--- src/rtl/maint_monitor_fsm.sv ---
// -----------------------------------------------------------------------------
// maint_monitor_fsm
//
// Maintenance-interval monitor. It counts qualified cycles (tick) since the
// last maintenance event and counts the maintenance events themselves. In RUN
// it raises warn once the interval reaches WARN_LIMIT. When the interval
// reaches FAIL_LIMIT it enters a sticky ALARM. ALARM is left only by a
// maintenance event that is acknowledged with clr_alarm on the same edge.
//
// Ports
//   clk        in   1      single clock, all state on posedge
//   rst        in   1      synchronous, active-high reset
//   tick       in   1      interval-count enable
//   m          in   1      maintenance event
//   clr_alarm  in   1      alarm acknowledge, effective only together with m
//   msj_f      out  MSG_W  maintenance count, all-ones while in ALARM
//   maint_cnt  out  MSG_W  raw maintenance count
//   state_o    out  2      state: IDLE=00 SERVICE=01 RUN=10 ALARM=11
//   warn       out  1      interval >= WARN_LIMIT while in RUN
//   alarm      out  1      state is ALARM
// -----------------------------------------------------------------------------
module maint_monitor_fsm #(
    parameter int MSG_W      = 8,
    parameter int CNT_W      = 16,
    parameter int WARN_LIMIT = 200,
    parameter int FAIL_LIMIT = 250
) (
    input  logic             clk,
    input  logic             rst,
    input  logic             tick,
    input  logic             m,
    input  logic             clr_alarm,
    output logic [MSG_W-1:0] msj_f,
    output logic [MSG_W-1:0] maint_cnt,
    output logic [1:0]       state_o,
    output logic             warn,
    output logic             alarm
);

    localparam logic [1:0] S_IDLE    = 2'b00;
    localparam logic [1:0] S_SERVICE = 2'b01;
    localparam logic [1:0] S_RUN     = 2'b10;
    localparam logic [1:0] S_ALARM   = 2'b11;

    localparam logic [CNT_W-1:0] WARN_C      = CNT_W'(WARN_LIMIT);
    localparam logic [CNT_W-1:0] FAIL_C      = CNT_W'(FAIL_LIMIT);
    localparam logic [CNT_W-1:0] FAIL_M1_C   = CNT_W'(FAIL_LIMIT - 1);
    // All-ones is reserved for the alarm code on msj_f, so the count stops
    // one below it.
    localparam logic [MSG_W-1:0] CNT_MAX_C   = {{(MSG_W-1){1'b1}}, 1'b0};

    generate
        if (!(WARN_LIMIT > 0 && WARN_LIMIT < FAIL_LIMIT &&
              64'(FAIL_LIMIT) <= ((64'(1) << CNT_W) - 64'(1)))) begin : g_bad_limits
            $error("maint_monitor_fsm: need 0 < WARN_LIMIT < FAIL_LIMIT <= 2^CNT_W-1");
        end
    endgenerate

    logic [1:0]       state_q, state_d;
    logic [CNT_W-1:0] cyc_q,   cyc_d;
    logic [MSG_W-1:0] cnt_q,   cnt_d;
    logic             enter_svc;

    function automatic logic [MSG_W-1:0] sat_inc(input logic [MSG_W-1:0] v);
        return (v >= CNT_MAX_C) ? CNT_MAX_C : v + MSG_W'(1);
    endfunction

    always_comb begin
        state_d   = state_q;
        cyc_d     = cyc_q;
        cnt_d     = cnt_q;
        enter_svc = 1'b0;

        case (state_q)
            S_IDLE: begin
                if (m) enter_svc = 1'b1;
                else   state_d   = S_RUN;
            end
            S_SERVICE: begin
                state_d = S_RUN;
            end
            S_RUN: begin
                // Maintenance wins over reaching the limit on the same edge.
                if (m) begin
                    enter_svc = 1'b1;
                end else if (tick && cyc_q == FAIL_M1_C) begin
                    cyc_d   = FAIL_C;
                    state_d = S_ALARM;
                end else if (tick) begin
                    cyc_d = cyc_q + CNT_W'(1);
                end
            end
            default: begin  // S_ALARM: sticky until acknowledged maintenance
                if (m && clr_alarm) enter_svc = 1'b1;
            end
        endcase

        if (enter_svc) begin
            state_d = S_SERVICE;
            cyc_d   = '0;
            cnt_d   = sat_inc(cnt_q);
        end
    end

    always_ff @(posedge clk) begin
        if (rst) begin
            state_q <= S_IDLE;
            cyc_q   <= '0;
            cnt_q   <= '0;
        end else begin
            state_q <= state_d;
            cyc_q   <= cyc_d;
            cnt_q   <= cnt_d;
        end
    end

    assign state_o   = state_q;
    assign maint_cnt = cnt_q;
    assign alarm     = (state_q == S_ALARM);
    assign msj_f     = alarm ? {MSG_W{1'b1}} : cnt_q;
    assign warn      = (state_q == S_RUN) && (cyc_q >= WARN_C);

endmodule

--- config.mk ---
export PLATFORM = sky130hd
export DESIGN_NAME = maint_monitor_fsm
export DESIGN_NICKNAME = d
export VERILOG_FILES = /design/src/rtl/maint_monitor_fsm.sv
export SDC_FILE = /design/constraint.sdc
export NUM_CORES = 1
export LEC_CHECK = 0
export ABC_AREA = 1
export BUFFER_PORTS_ARGS = -buffer_cell sky130_fd_sc_hd__buf_2
export CELL_PAD_IN_SITES_DETAIL_PLACEMENT = 1
export CELL_PAD_IN_SITES_GLOBAL_PLACEMENT = 1
export CORE_ASPECT_RATIO = 1.75
export CORE_MARGIN = 3
export CORE_UTILIZATION = 30
export CTS_CLUSTER_DIAMETER = 150
export DETAILED_ROUTE_END_ITERATION = 7
export HOLD_SLACK_MARGIN = 0.05
export PLACE_DENSITY_LB_ADDON = 0.15
export REMOVE_ABC_BUFFERS = 1
export SYNTH_ARGS = -nofsm -noshare
export SYNTH_HDL_FRONTEND = slang
export SYNTH_SLANG_ARGS = --single-unit
--- constraint.sdc ---
create_clock -name clk -period 1.7 [get_ports clk]
set_input_delay 0.34 -clock clk [delete_from_list [all_inputs] [get_ports clk]]
set_output_delay 0.34 -clock clk [all_outputs]
set_load 0.1 [all_outputs]
[Word-level counts from Yosys, hierarchy flattened]
Cells that the tools add are included.
Word-level totals
  output and inout port bits: 20
  input port bits: 5
  register bits after elaboration: 26
Operators by class
  reduce and logical (&&, ||, !) cells: 12
  muxes and demuxes: 12
  bitwise gates (word level): 1
  equality and inequality tests: 10
  add/sub/neg operators: 2
  $lt $le $gt $ge: 2
Operators by type and width (count)
  16-bit two-way mux: 2
  16-bit by 1-bit adder with 16-bit output (second input constant): 1
  16-bit by 8-bit equality test with 1-bit output (second input constant): 1
  16-bit by 8-bit >= comparator with 1-bit output (second input constant): 1
  8-bit two-way mux: 2
  3-bit != test (second input constant): 3
  8-bit by 1-bit adder with 8-bit output (second input constant): 1
  8-bit >= comparator (second input constant): 1
  4-bit AND reduction: 2
  2-bit two-way mux: 3
  2-bit != test (second input constant): 3
  2-bit one-hot mux with 3 select lines: 1
  2-bit equality test (second input constant): 2
  4-bit nonzero test: 1
  2-bit OR reduction: 2
  1-bit logical AND: 3
  1-bit two-way mux: 3
  3-bit AND reduction: 1
  3-bit nonzero test: 1
  2-bit by 1-bit equality test with 1-bit output (second input constant): 1
  2-bit logical NOT: 1
  1-bit one-hot mux with 2 select lines: 1
  2-bit nonzero test: 1
  1-bit NOT: 1

[Logic depth before layout (Yosys ltp)]
  depth in word-level cells: 6
  depth in mapped cells: 11
  mapped depth without buffers: 11

[Least setup slack after synthesis]
No wires, ideal clock.
  path type: reg2out
  start: register state_q[1], in the netlist state_o[1]
  end: output warn
  cell stages (with the launch flop): 3
  data required time: 1.360 ns
  path slack: -1.410 ns
  buffers on the path: 0
  arrival time: 2.770 ns
  path through: dfxtp_1 -> nand2_2 -> a21oi_1
On the way
  word-level cells in the longest chain between the ends: 2
RTL lines
  start, declared: RTL line 59  | logic [1:0] state_q, state_d;
  start signal, assigned: RTL line 111  | state_q <= state_d;
  2-bit equality test: RTL line 121  | assign warn = (state_q == S_RUN) && (cyc_q >= WARN_C);
  1-bit logical AND: RTL line 121
  end, declared: RTL line 36  | output logic warn,
Every way passes these cells.

[Final worst setup path]
  start: register cyc_q[8]
  end: output warn
On the way
  word-level cells in the longest chain between the ends: 2
RTL lines
  start, declared: RTL line 60  | logic [CNT_W-1:0] cyc_q, cyc_d;
  start signal, assigned: RTL line 112  | cyc_q <= cyc_d;
  16-bit by 8-bit >= comparator with 1-bit output: RTL line 121
  1-bit logical AND: RTL line 121
Every way passes these cells.

==> results.py <==
metrics = {
    "outcome": {
        "status": "finished, final reports clean",
    },
    "timing": {
        "finalClockSkew_ns": 0.00626,
        "crit_path_time_final_ns": 1.63,
        "final_min_period_over_clock_period_pct": 96.0,
        "setup_repair_after_global_routing_missed_its_margin": "no",
        "final_hold_viol_count": 0,
        "max_freq_mhz": 613,
        "worst_slew_margin_rel_pct": 67.7,
        "worst_pin_slew_ns": 0.488,
        "count_of_final_setup_violators": 0,
        "slew_viol_final": 0,
    },
    "grt": {
        "first_global_vias": 1730,
        "first_pass_grt_wire_length_mm": 7.69,
        "grt.met3_usage_pct": 2.44,
        "grt_use_met2_pct": 34.2,
        "grt_max_degree": 16,
        "grt-busiest-layer": "met2",
        "grt_overflow_total": 0,
        "overall_global_routing_resource_usage_pct": 16.7,
        "antenna_violations_before_repair": 0,
        "met1_usage_pct": 15.5,
    },
    "critical_path": {
        "timing.critical_path.required_ns": 1.36,
        "critical_path.max_fanout": 4,
        "timing.critical_path.arrival_ns": 1.29,
        "worstSetupEndpointType": "output pin",
        "category_of_the_most_critical_setup_path": "reg -> out",
        "cp-start-kind": "flop",
    },
    "logic_synthesis": {
        "ys_dominant_reg_cell": "sky130_fd_sc_hd__dfxtp_1",
        "synth-seq-cells": 26,
        "ys.warnings.count": 0,
        "async_reset_ff_share_pct": 0,
        "synth-seq-area-share_pct": 33.9,
        "gate_count_post_synth": 236,
        "synth_enable_flop_cells": 0,
        "post_synth_instance_area_sq_um": 1540,
        "post_synth.cell_area_avg_sq_um": 6.51,
        "synth.distinct_cells": 27,
    },
    "detailed_routing": {
        "postRouteWirelength_mm": 4.56,
        "drt-wirelength-per-cell_um": 14.3,
        "drt-pass1-iter-count": 4,
        "dr_total_vias": 1608,
        "avgViaCountPerCell": 5.04,
        "1st_iter_drt_viols": 19,
        "ant_nets": 0,
        "drt_drc_violations_left": 0,
    },
    "final_layout": {
        "num-nets-final": 278,
        "areaGrowthSynthToFinish_pct": 29.4,
        "layout-drive-gt1-share_pct": 22.8,
        "fillCellCount": 638,
        "ant_diodes": 0,
        "finish.instance_area_sq_um": 1990,
    },
    "power": {
        "vdd_ir_drop_max_mv": 0.430,
        "power.total_uw": 1470,
        "power.leakage_uw": 0.000916,
        "net-switching-power_uw": 459,
        "seqPwrFrac_pct": 43.1,
        "p_int_uw": 1010,
        "pwr-share-comb_pct": 20.4,
        "switching_share_pct": 31.3,
        "cellPowerDensity_nw_per_um2": 739,
        "clkPwrFrac_pct": 36.6,
    },
    "clock_network": {
        "numCtsBuffers": 3,
        "clock_path_buffers": 2,
        "clock_tree_from_tritoncts": "built",
        "cts.hold.buffers_added": 0,
        "h-tree-depth": 1,
        "worst_skew_pair.late_latency_ns": 0.28,
        "cts.sink_count": 26,
        "clk_root_buffer_cell": "sky130_fd_sc_hd__clkbuf_8",
        "cts.reportedPaths.clkPinSlew_ns": 0.10,
    },
    "floorplan": {
        "floorplan.die_area_sq_um": 6050,
        "fp-row-count": 33,
        "design.core.area_sq_um": 4830,
        "die_width_um": 60.1,
        "initial_utilization_pct": 31.8,
        "pin_count": 25,
        "die_height_um": 101,
    },
    "hold_path": {
        "hold_path_class": "in -> reg",
    },
    "run": {
        "timing.max_cap.violations": 0,
    },
    "placed_design": {
        "postPlaceCellArea_sq_um": 1890,
        "place_hpwl_mm": 3.79,
        "globalplace.congestion": 0.799,
        "io_buffers": 24,
    },
}
## power by group through the flow
stage / Sequential (uW) / Combinational [uW] / Clock (uW)
CTS: 632 / 304 / 552
global route: 634 / 315 / 568
detailed placement: 646 / 302 / 0
floorplan: 701 / 150 / 0
global placement: 646 / 301 / 0
finish: 633 / 299 / 537
## cell type report
type                    count  area (sq um)  share of cell area, %
clock buffers               3          41.3                   2.08
repair buffers             28           300                   15.1
inverters                  38           143                   7.17
clock inverters             1          30.0                   1.51
multi-input cells         171           882                   44.4
well taps                  52          65.1                   3.27
flip-flops and latches     26           527                   26.5
## cell usage in the layout, fill, tap and decap left out, drive strengths merged
cell type | synthesis | layout
a21o | 1 | 1
a21oi | 11 | 11
a31oi | 3 | 3
buf | 1 | 28
bufinv | 0 | 1
clkbuf | 0 | 3
dfxtp | 26 | 26
ha | 5 | 5
inv | 38 | 38
nand2 | 68 | 68
nand3 | 20 | 20
nand3b | 1 | 1
nand4 | 5 | 5
nor2 | 37 | 37
nor3 | 6 | 6
o211ai | 1 | 1
o21ai | 6 | 6
o31ai | 1 | 1
or2 | 2 | 2
xor2 | 4 | 4
## cell families (layout without fill, tap and decap cells)
family / after synthesis / after routing / share of synthesized area [%]
adders and majority gates: 5 / 5 / 4.07
DFF: 26 / 26 / 33.9
buffers and inverters: 39 / 70 / 9.77
AOI/OAI and AO/OA: 23 / 23 / 8.22
xor gates and xnor gates: 4 / 4 / 2.28
and+or+nand+nor: 139 / 139 / 41.8
## worst max-delay path: stages (launching register included)
cell	delay, ns
sky130_fd_sc_hd__dfxtp_1	0.40
sky130_fd_sc_hd__nor2_1	0.07
sky130_fd_sc_hd__nand2_1	0.11
sky130_fd_sc_hd__nor2_4	0.05
sky130_fd_sc_hd__a21oi_2	0.19
sky130_fd_sc_hd__buf_12	0.20
## cells in the mapped netlist, drive strengths merged, types with 2 or more instances
| library cell | number | share of area, % |
|---|---|---|
| nand2 | 68 | 18 |
| inv | 38 | 9.3 |
| nor2 | 37 | 11 |
| dfxtp | 26 | 34 |
| nand3 | 20 | 6.8 |
| a21oi | 11 | 3.6 |
| nor3 | 6 | 2.3 |
| o21ai | 6 | 2.0 |
| ha | 5 | 4.1 |
| nand4 | 5 | 2.0 |
| xor2 | 4 | 2.3 |
| a31oi | 3 | 1.2 |
| or2 | 2 | 0.81 |
## metal layers
metal	wire length (um)	share of wire, %	vias to the layer above
met2	2740	60	21
met1	1630	36	780
met3	117	2.6	6
li1	-	-	801
met5	0	0	-
met4	73	1.6	0
## what timing repair did
item | 4_1_cts | 5_1_grt
setup buffers | 0 | 1
gates resized for setup | 4 | 7
pin swaps | 0 | 1
setup endpoints to repair | 10 | 9
## worst paths after layout
path,end,cells past startpoint,slack (ns),from
worst max-delay path,warn,5,0.07,cyc_q[8]
worst min-delay path,maint_cnt[7],2,0.35,rst
worst max register to register,cyc_q[14],8,0.23,cyc_q[0]
worst min register to register,cyc_q[6],2,0.49,cyc_q[6]
## flip-flops by register name (all words and copies together) (netlist names)
register   count
maint_cnt      8
state_o        2
cyc_q         16
## metrics by stage
| stage | worst slack, ns | hold slack [ns] | TNS, ns | cells | util, % |
|---|---|---|---|---|---|
| floorplan | -1.41 | 0.409 | -12.24 | 235 | - |
| global placement | 0.208 | 0.487 | 0 | 314 | 39.1 |
| detailed placement | 0.207 | 0.493 | 0 | 314 | 39.1 |
| CTS | -0.00729 | 0.341 | -0.00729 | 318 | 40.7 |
| global route | 0.00509 | 0.357 | 0 | 319 | 41.2 |
| finish | 0.0678 | 0.348 | 0 | 319 | 41.2 |
Note: power is estimated with default switching activity, not from simulation.
